<file path="src/rtl/poly_result_log_if.sv">
// Purpose: bundles the result-log stimulus (write/clear/scroll) and its
//          display/status outputs into one port.
// Signals:
//   res_valid/res_data : new result strobe and value (master -> slave)
//   clear              : synchronous history clear (master -> slave)
//   scroll             : step display to next older entry (master -> slave)
//   disp_data/disp_index, count, full, overflow, max_val : status (slave -> master)
interface poly_result_log_if #(
    parameter int unsigned W     = 8,
    parameter int unsigned DEPTH = 4
);
    localparam int unsigned IW = $clog2(DEPTH);
    localparam int unsigned CW = IW + 1;

    logic          res_valid;
    logic [W-1:0]  res_data;
    logic          clear;
    logic          scroll;
    logic [W-1:0]  disp_data;
    logic [IW-1:0] disp_index;
    logic [CW-1:0] count;
    logic          full;
    logic          overflow;
    logic [W-1:0]  max_val;

    modport master (
        output res_valid, res_data, clear, scroll,
        input  disp_data, disp_index, count, full, overflow, max_val
    );

    modport slave (
        input  res_valid, res_data, clear, scroll,
        output disp_data, disp_index, count, full, overflow, max_val
    );
endinterface

</file>
<file path="src/rtl/poly_result_log.sv">
// Purpose: DEPTH-entry circular history of polynomial results with a
//          scrollable display pointer, fill count, sticky overflow and
//          running unsigned maximum.
// Ports:
//   clk    : rising-edge clock
//   resetn : synchronous active-low reset
//   bus    : poly_result_log_if.slave (write/clear/scroll in, display/status out)
module poly_result_log #(
    parameter int unsigned W     = 8,
    parameter int unsigned DEPTH = 4
) (
    input  logic              clk,
    input  logic              resetn,
    poly_result_log_if.slave  bus
);
    localparam int unsigned IW = $clog2(DEPTH);
    localparam int unsigned CW = IW + 1;

    logic [W-1:0]  mem [DEPTH];
    logic [IW-1:0] wr_ptr;
    logic [IW-1:0] disp_idx;
    logic [IW-1:0] rd_ptr;
    logic [CW-1:0] cnt;
    logic          ovf;
    logic [W-1:0]  max_q;
    logic          do_write;

    // Clear outranks a write; reset outranks everything.
    assign do_write = resetn && !bus.clear && bus.res_valid;

    // Storage is never cleared; stale slots are masked by cnt on the read side.
    always_ff @(posedge clk) begin
        if (do_write) begin
            mem[wr_ptr] <= bus.res_data;
        end
    end

    // Pointer, count, display index and status flags.
    always_ff @(posedge clk) begin
        if (!resetn || bus.clear) begin
            wr_ptr   <= '0;
            cnt      <= '0;
            disp_idx <= '0;
            ovf      <= 1'b0;
            max_q    <= '0;
        end else if (bus.res_valid) begin
            wr_ptr   <= wr_ptr + IW'(1);
            disp_idx <= '0;
            if (cnt == CW'(DEPTH)) begin
                ovf <= 1'b1;
            end else begin
                cnt <= cnt + CW'(1);
            end
            if (bus.res_data > max_q) begin
                max_q <= bus.res_data;
            end
        end else if (bus.scroll) begin
            // Walk toward older entries, wrapping after the oldest valid one.
            if (cnt <= CW'(1)) begin
                disp_idx <= '0;
            end else if (CW'(disp_idx) == cnt - CW'(1)) begin
                disp_idx <= '0;
            end else begin
                disp_idx <= disp_idx + IW'(1);
            end
        end
    end

    // Newest entry sits one slot behind wr_ptr; modulo comes from IW-bit wrap.
    assign rd_ptr = wr_ptr - IW'(1) - disp_idx;

    assign bus.disp_data  = (cnt == '0) ? '0 : mem[rd_ptr];
    assign bus.disp_index = disp_idx;
    assign bus.count      = cnt;
    assign bus.full       = (cnt == CW'(DEPTH));
    assign bus.overflow   = ovf;
    assign bus.max_val    = max_q;
endmodule

</file>
<file path="src/flat_wrapper.sv">
// flat-port wrapper written by rule: the top's interface ports become plain ports
module poly_result_log_flat 
#(
    parameter int unsigned W     = 8,
    parameter int unsigned DEPTH = 4
)
  (clk, resetn, bus_res_valid, bus_res_data, bus_clear, bus_scroll, bus_disp_data, bus_disp_index, bus_count, bus_full, bus_overflow, bus_max_val);
  poly_result_log_if #(.W(W), .DEPTH(DEPTH)) bus_i ();
  input  logic clk;
  input  logic resetn;
  input wire logic [$bits(bus_i.res_valid)-1:0] bus_res_valid;
  input wire logic [$bits(bus_i.res_data)-1:0] bus_res_data;
  input wire logic [$bits(bus_i.clear)-1:0] bus_clear;
  input wire logic [$bits(bus_i.scroll)-1:0] bus_scroll;
  output wire logic [$bits(bus_i.disp_data)-1:0] bus_disp_data;
  output wire logic [$bits(bus_i.disp_index)-1:0] bus_disp_index;
  output wire logic [$bits(bus_i.count)-1:0] bus_count;
  output wire logic [$bits(bus_i.full)-1:0] bus_full;
  output wire logic [$bits(bus_i.overflow)-1:0] bus_overflow;
  output wire logic [$bits(bus_i.max_val)-1:0] bus_max_val;
  assign bus_i.res_valid = bus_res_valid;
  assign bus_i.res_data = bus_res_data;
  assign bus_i.clear = bus_clear;
  assign bus_i.scroll = bus_scroll;
  assign bus_disp_data = bus_i.disp_data;
  assign bus_disp_index = bus_i.disp_index;
  assign bus_count = bus_i.count;
  assign bus_full = bus_i.full;
  assign bus_overflow = bus_i.overflow;
  assign bus_max_val = bus_i.max_val;
  poly_result_log #(.W(W), .DEPTH(DEPTH)) u_core (.clk(clk), .resetn(resetn), .bus(bus_i));
endmodule
</file>
<file path="config.mk">
export PLATFORM = sky130hd
export DESIGN_NAME = poly_result_log_flat
export DESIGN_NICKNAME = d
export VERILOG_FILES = /design/src/rtl/poly_result_log_if.sv /design/src/rtl/poly_result_log.sv /design/src/flat_wrapper.sv
export SDC_FILE = /design/constraint.sdc
export NUM_CORES = 1
export LEC_CHECK = 0
export CORE_MARGIN = 10
export CORE_UTILIZATION = 55
export CTS_BUF_LIST = sky130_fd_sc_hd__clkbuf_8
export CTS_CLUSTER_DIAMETER = 150
export DETAILED_ROUTE_END_ITERATION = 16
export GPL_TIMING_DRIVEN = 0
export PLACE_DENSITY = 0.81
export SLEW_MARGIN = 0
export SYNTH_ARGS = -nofsm -noshare
export SYNTH_HDL_FRONTEND = slang
export SYNTH_SLANG_ARGS = --single-unit
</file>
<file path="constraint.sdc">
create_clock -name clk -period 2.7 [get_ports clk]
set_clock_uncertainty 0.15 [all_clocks]
set_input_delay 0.54 -clock clk [delete_from_list [all_inputs] [get_ports clk]]
set_output_delay 0.54 -clock clk [all_outputs]
set_load 0.005 [all_outputs]
</file>
=== Word level (Yosys, flattened, before mapping) ===
Memory sizes are Yosys's and may differ from the RTL's.
Cells that the tools add are included.

* Add/subtract/negate cells: 6
* Multiply operators: 0
* Div/mod/pow operators: 0
* $lt $le $gt $ge: 2
* Equal/unequal tests: 2
* Shifts and indexed selects: 0
* Muxes and demuxes: 5
* Bitwise operators: 1
* Reduce and logical (&&, ||, !) cells: 10

{| class="wikitable"
|+ Operator list
! cell !! number
|-
| > comparator 8 bit || 1
|-
| 2-to-1 mux 8 bit || 1
|-
| AND reduction 2 bit || 3
|-
| adder 2 x 1 -> 2 bit, second input constant || 2
|-
| 2-to-1 mux 2 bit || 2
|-
| adder 3 x 1 -> 3 bit, second input constant || 1
|-
| equality test 2 x 3 -> 1 bit || 1
|-
| equality test 3 bit, second input constant || 1
|-
| less-or-equal comparator 3 x 1 -> 1 bit, second input constant || 1
|-
| logical NOT 3 bit || 1
|-
| subtractor 3 x 1 -> 3 bit, second input constant || 1
|-
| logical AND 1 bit || 2
|-
| logical NOT 1 bit || 2
|-
| 2-to-1 mux 1 bit || 2
|-
| OR reduction 2 bit || 1
|-
| subtractor 2 x 1 -> 2 bit, second input constant || 1
|-
| subtractor 2 bit || 1
|-
| logical OR 1 bit || 1
|-
| NOT 1 bit || 1
|}

* Bits in registers: 16
* Latch bits: 0
* Bits in writable memories: 32
* ROM bits: 0
* Input port bits: 13
* Output and inout bits: 23
* Word-level logic and storage cells: 32
* Memories: 1

{| class="wikitable"
|+ Memories
! memory !! words !! width !! read ports !! clocked after Yosys merged registers in !! write ports !! RTL line !! RTL
|-
| u_core.mem || 4 || 8 || 1 || 0 || 1 || poly_result_log.sv:19 || <nowiki>logic [W-1:0] mem [DEPTH];</nowiki>
|}

=== Logic depth before layout (Yosys ltp) ===
* Word-level depth: 5
* Depth in mapped cells: 8
* Depth with buffers taken out: 7

=== Worst setup path before layout ===
OpenSTA, ideal clock, no wires.

* Kind: reg-to-output
* Start point: register u_core.disp_idx[0], in the netlist u_core.bus.disp_index[0]
* End point: output port bus_disp_data[0]
* Arrival time: 1.616 ns
* Required time: 2.010 ns
* Setup slack: 0.394 ns
* Stages on the path, launching flop included: 8
* Path buffers: 1
* Cell sequence: dfxtp_1 inv_1 ha_1 xnor2_2 xnor2_4 buf_12 mux2i_1 o22ai_1

* Longest elaborated chain between the ends: 3

{| class="wikitable"
|+ Ends and longest elaborated chain
! element !! RTL line !! RTL
|-
| start, declared || poly_result_log.sv:21 || <nowiki>logic [IW-1:0] disp_idx;</nowiki>
|-
| start signal, assigned || poly_result_log.sv:64 || <nowiki>disp_idx <= disp_idx + IW'(1);</nowiki>
|-
| subtractor 2 bit || poly_result_log.sv:70 || <nowiki>assign rd_ptr = wr_ptr - IW'(1) - disp_idx;</nowiki>
|-
| memory read (4 x 8 bit) || n/a ||
|-
| 2-to-1 mux 8 bit || poly_result_log.sv:72 || <nowiki>assign bus.disp_data = (cnt == '0) ? '0 : mem[rd_ptr];</nowiki>
|-
| end, declared || flat_wrapper.sv:15 || <nowiki>output wire logic [$bits(bus_i.disp_data)-1:0] bus_disp_data;</nowiki>
|}

Every way passes these cells.

=== Final worst setup path ===
* Start point: register u_core.disp_idx[0], in the netlist u_core.bus.disp_index[0]
* End point: output port bus_disp_data[5]

The elaborated chain is that of the path after synthesis.

==> results by group <==
GRT
  – Pin count of the biggest net entering global routing: 16
  – Vias in the first global route: 1,587
  – Initial antenna violation count: 0
  – Global-route wire length before repair: 8130 µm
  – Total GRT Usage: 0.140
  – Grt ovf: 0

Timing
  – Slew of the pin with the lowest slew margin: 0.504 ns
  – Final Hold Viols: 0
  – Final period util: 0.965
  – Headroom to the max-slew limit: 0.663
  – Final setup fails: 0
  – RSZ-0062 raised after global routing: yes
  – Fmax: 384 MHz
  – Minimum clock period: 2.61 ns
  – Slew Viols, Final: 0

Synth
  – Yosys warning count: 0
  – Compound-Gate Fraction of Synth Area: 0.103
  – Distinct cells, synth: 34
  – Synth Area in XOR/XNOR: 0.0381
  – Synth Area in Adders: 0.0926
  – Post-Syn Nets: 220
  – Mux cell area share after synthesis: 0.0741
  – Synth Area in Simple Gates: 0.0910
  – #FFs+latches synth: 48
  – Mapped Area: 2300 µm²
  – Sequential share of the synthesized area: 0.558
  – Largest family of logic cells by synthesized area: compound AO/OA/AOI/OAI gates
  – Post-synthesis cell count: 190
  – Synthesized area per cell: 12.1 µm²

CTS
  – Cts bufs inserted: 5
  – Max Root-Sink Buffers: 2
  – Worst-skew pair later-pin latency: 0.30 ns
  – Clock transition at path regs: 0.09 ns
  – Hold_buf cts: 0
  – H-tree Lvls: 2
  – CTS root buffer: clkbuf_8
  – CTS Sinks: 48
  – CTS tree: built

Finish
  – Post-route design area: 2940 µm²
  – Fillcell total: 280
  – Utilization after layout: 0.731
  – Most frequent cells in the layout: edfxtp_1, clkdlybuf4s50_1, ha_1, inv_1, mux2i_1
  – Share of layout cells above drive strength 1: 0.158
  – FF+latch area: 1290 µm²
  – Commonest non-fill, non-tap cell in the layout: edfxtp_1
  – Non-Filler Instances: 290
  – NumNets Final: 269
  – Area Growth Syn to Fin: 28.2%
  – Antenna diode count: 0
  – Area of the multi-input gates: 968 µm²

Setup path
  – CP endpoint kind: primary output
  – Critical path type: register to primary output
  – CP arrival: 1.92 ns
  – WP data required: 2.01 ns
  – Worst Setup Start Kind: register
  – CP max FO: 5

Floorplan
  – Die width: 84.6 µm
  – Die height: 84.6 µm
  – I/O pin cnt: 36
  – Die area: 7160 µm²
  – CORE AREA: 4030 µm²
  – Initial core utilization: 0.570
  – FP Rows: 23

Routing
  – DR vias: 1,628
  – Total wire length: 5050 µm
  – Drt first pass iters: 4
  – Vias/cell: 5.61
  – Post-route DRC violation count: 0
  – Initial DRC Count: 126
  – DRT antenna net count: 0
  – WL per Instance: 17.4 µm

Placed design
  – Routability cong.: 0.806
  – Placed standard-cell area: 2710 µm²
  – Detailed Place HPWL: 3480 µm
  – Placed insts: 275
  – IO Port Bufs: 35

Run
  – Max Cap Viol: 0

Power
  – Pwr Density: 512 nW/µm²
  – Leak Pwr: 1.15 nW
  – VDD IR max: 327 µV

Worst hold path
  – Worst hold path type: register to register

Run status
  – Run status: finished, final reports clean
==> synthesized netlist by cell type, drive strengths merged <==
master	n	area, µm²
a31oi	1	6.26
o31ai	2	20.0
o41ai	1	16.3
ha	17	213
o31a	2	17.5
xor2	1	8.76
mux2i	17	170
xnor2	6	78.8
clkbuf	2	7.51
nor2	7	26.3
nand4	1	6.26
a21o	1	7.51
inv	16	60.1
nand3	11	55.1
edfxtp	32	961
o21ai	9	45.0
buf	4	31.3
o22ai	8	50.1
a21oi	13	65.1
nor3	2	10.0
dfxtp	16	320
and3	4	25.0
a311oi	1	8.76
nand2b	5	31.3
nor2b	2	12.5
or2b	1	7.51
nand2	7	26.3
nand4b	1	8.76
==> registers in the layout, summed over array words and instances, names as in the netlist <==
register / flops
u_core.bus.overflow: 1
u_core.mem: 32
u_core.bus.count: 3
u_core.wr_ptr: 2
u_core.bus.max_val: 8
u_core.bus.disp_index: 2
==> critical path: stages, from the launching register on <==
cell and delay (ns):
dfxtp_4 0.37, inv_4 0.04, ha_4 0.16, xnor2_4 0.18, xnor2_4 0.15, buf_12 0.15, buf_12 0.12, mux2i_1 0.19
o22ai_1 0.11, buf_2 0.15
==> logic make-up (layout without fill, tap and decap cells) <==
family | after synthesis | count (layout)
buf+inv | 22 | 72
xor+xnor | 7 | 7
compound gates | 38 | 38
simple gates | 41 | 41
flops | 48 | 48
mux | 17 | 17
fa+ha+maj | 17 | 17
==> where the power goes <==
part | switching [mW] | internal [mW]
Sequential | 0.00820 | 0.793
Clock | 0.240 | 0.274
Combinational | 0.0974 | 0.0958
==> metrics by stage <==
stage / TNS [ns] / power (mW) / hold WS, ns / setup slack, ns
after detailed placement: -3.01 / 0.989 / 0.314 / -0.291
after floorplan: 0 / 0.914 / 0.310 / 0.394
after global routing: -0.0330 / 1.57 / 0.350 / -0.0214
after global placement: -2.31 / 0.984 / 0.304 / -0.251
final: 0 / 1.51 / 0.332 / 0.0939
after CTS: 0 / 1.51 / 0.330 / 0.0469
==> cell type report <==
type                    instances  area share
plain buffers                   6      0.0132
clock buffers                   5      0.0234
clock inverters                 3      0.0144
inverters                      16      0.0212
multi-input cells             120       0.329
flip-flops and latches         48       0.438
well taps                      50      0.0212
repair buffers                 42       0.140
==> what timing repair did <==
action / CTS / global route
setup buffers: 4 / 2
pin swaps: 4 / 4
gates cloned: 1 / 0
setup endpoints to repair: 8 / 10
resized for setup: 40 / 9
==> final timing paths <==
kind	endpoint	from	slack (ns)	depth (start not counted)
max	bus_disp_data[5]	u_core.bus.disp_index[0]	0.09	9
min	u_core.bus.overflow	u_core.bus.overflow	0.33	2
max reg2reg	u_core.bus.disp_index[1]	u_core.bus.count[0]	0.46	7
min reg2reg	u_core.bus.overflow	u_core.bus.overflow	0.33	2
==> per-layer routing <==
layer	vias up	track usage	share of wire
met5	-	0	0
met4	0	0.0419	0.0067
met3	4	0.0599	0.070
met2	43	0.228	0.50
met1	788	0.164	0.43
li1	793	-	-
Note: power is estimated with default switching activity, not from simulation.
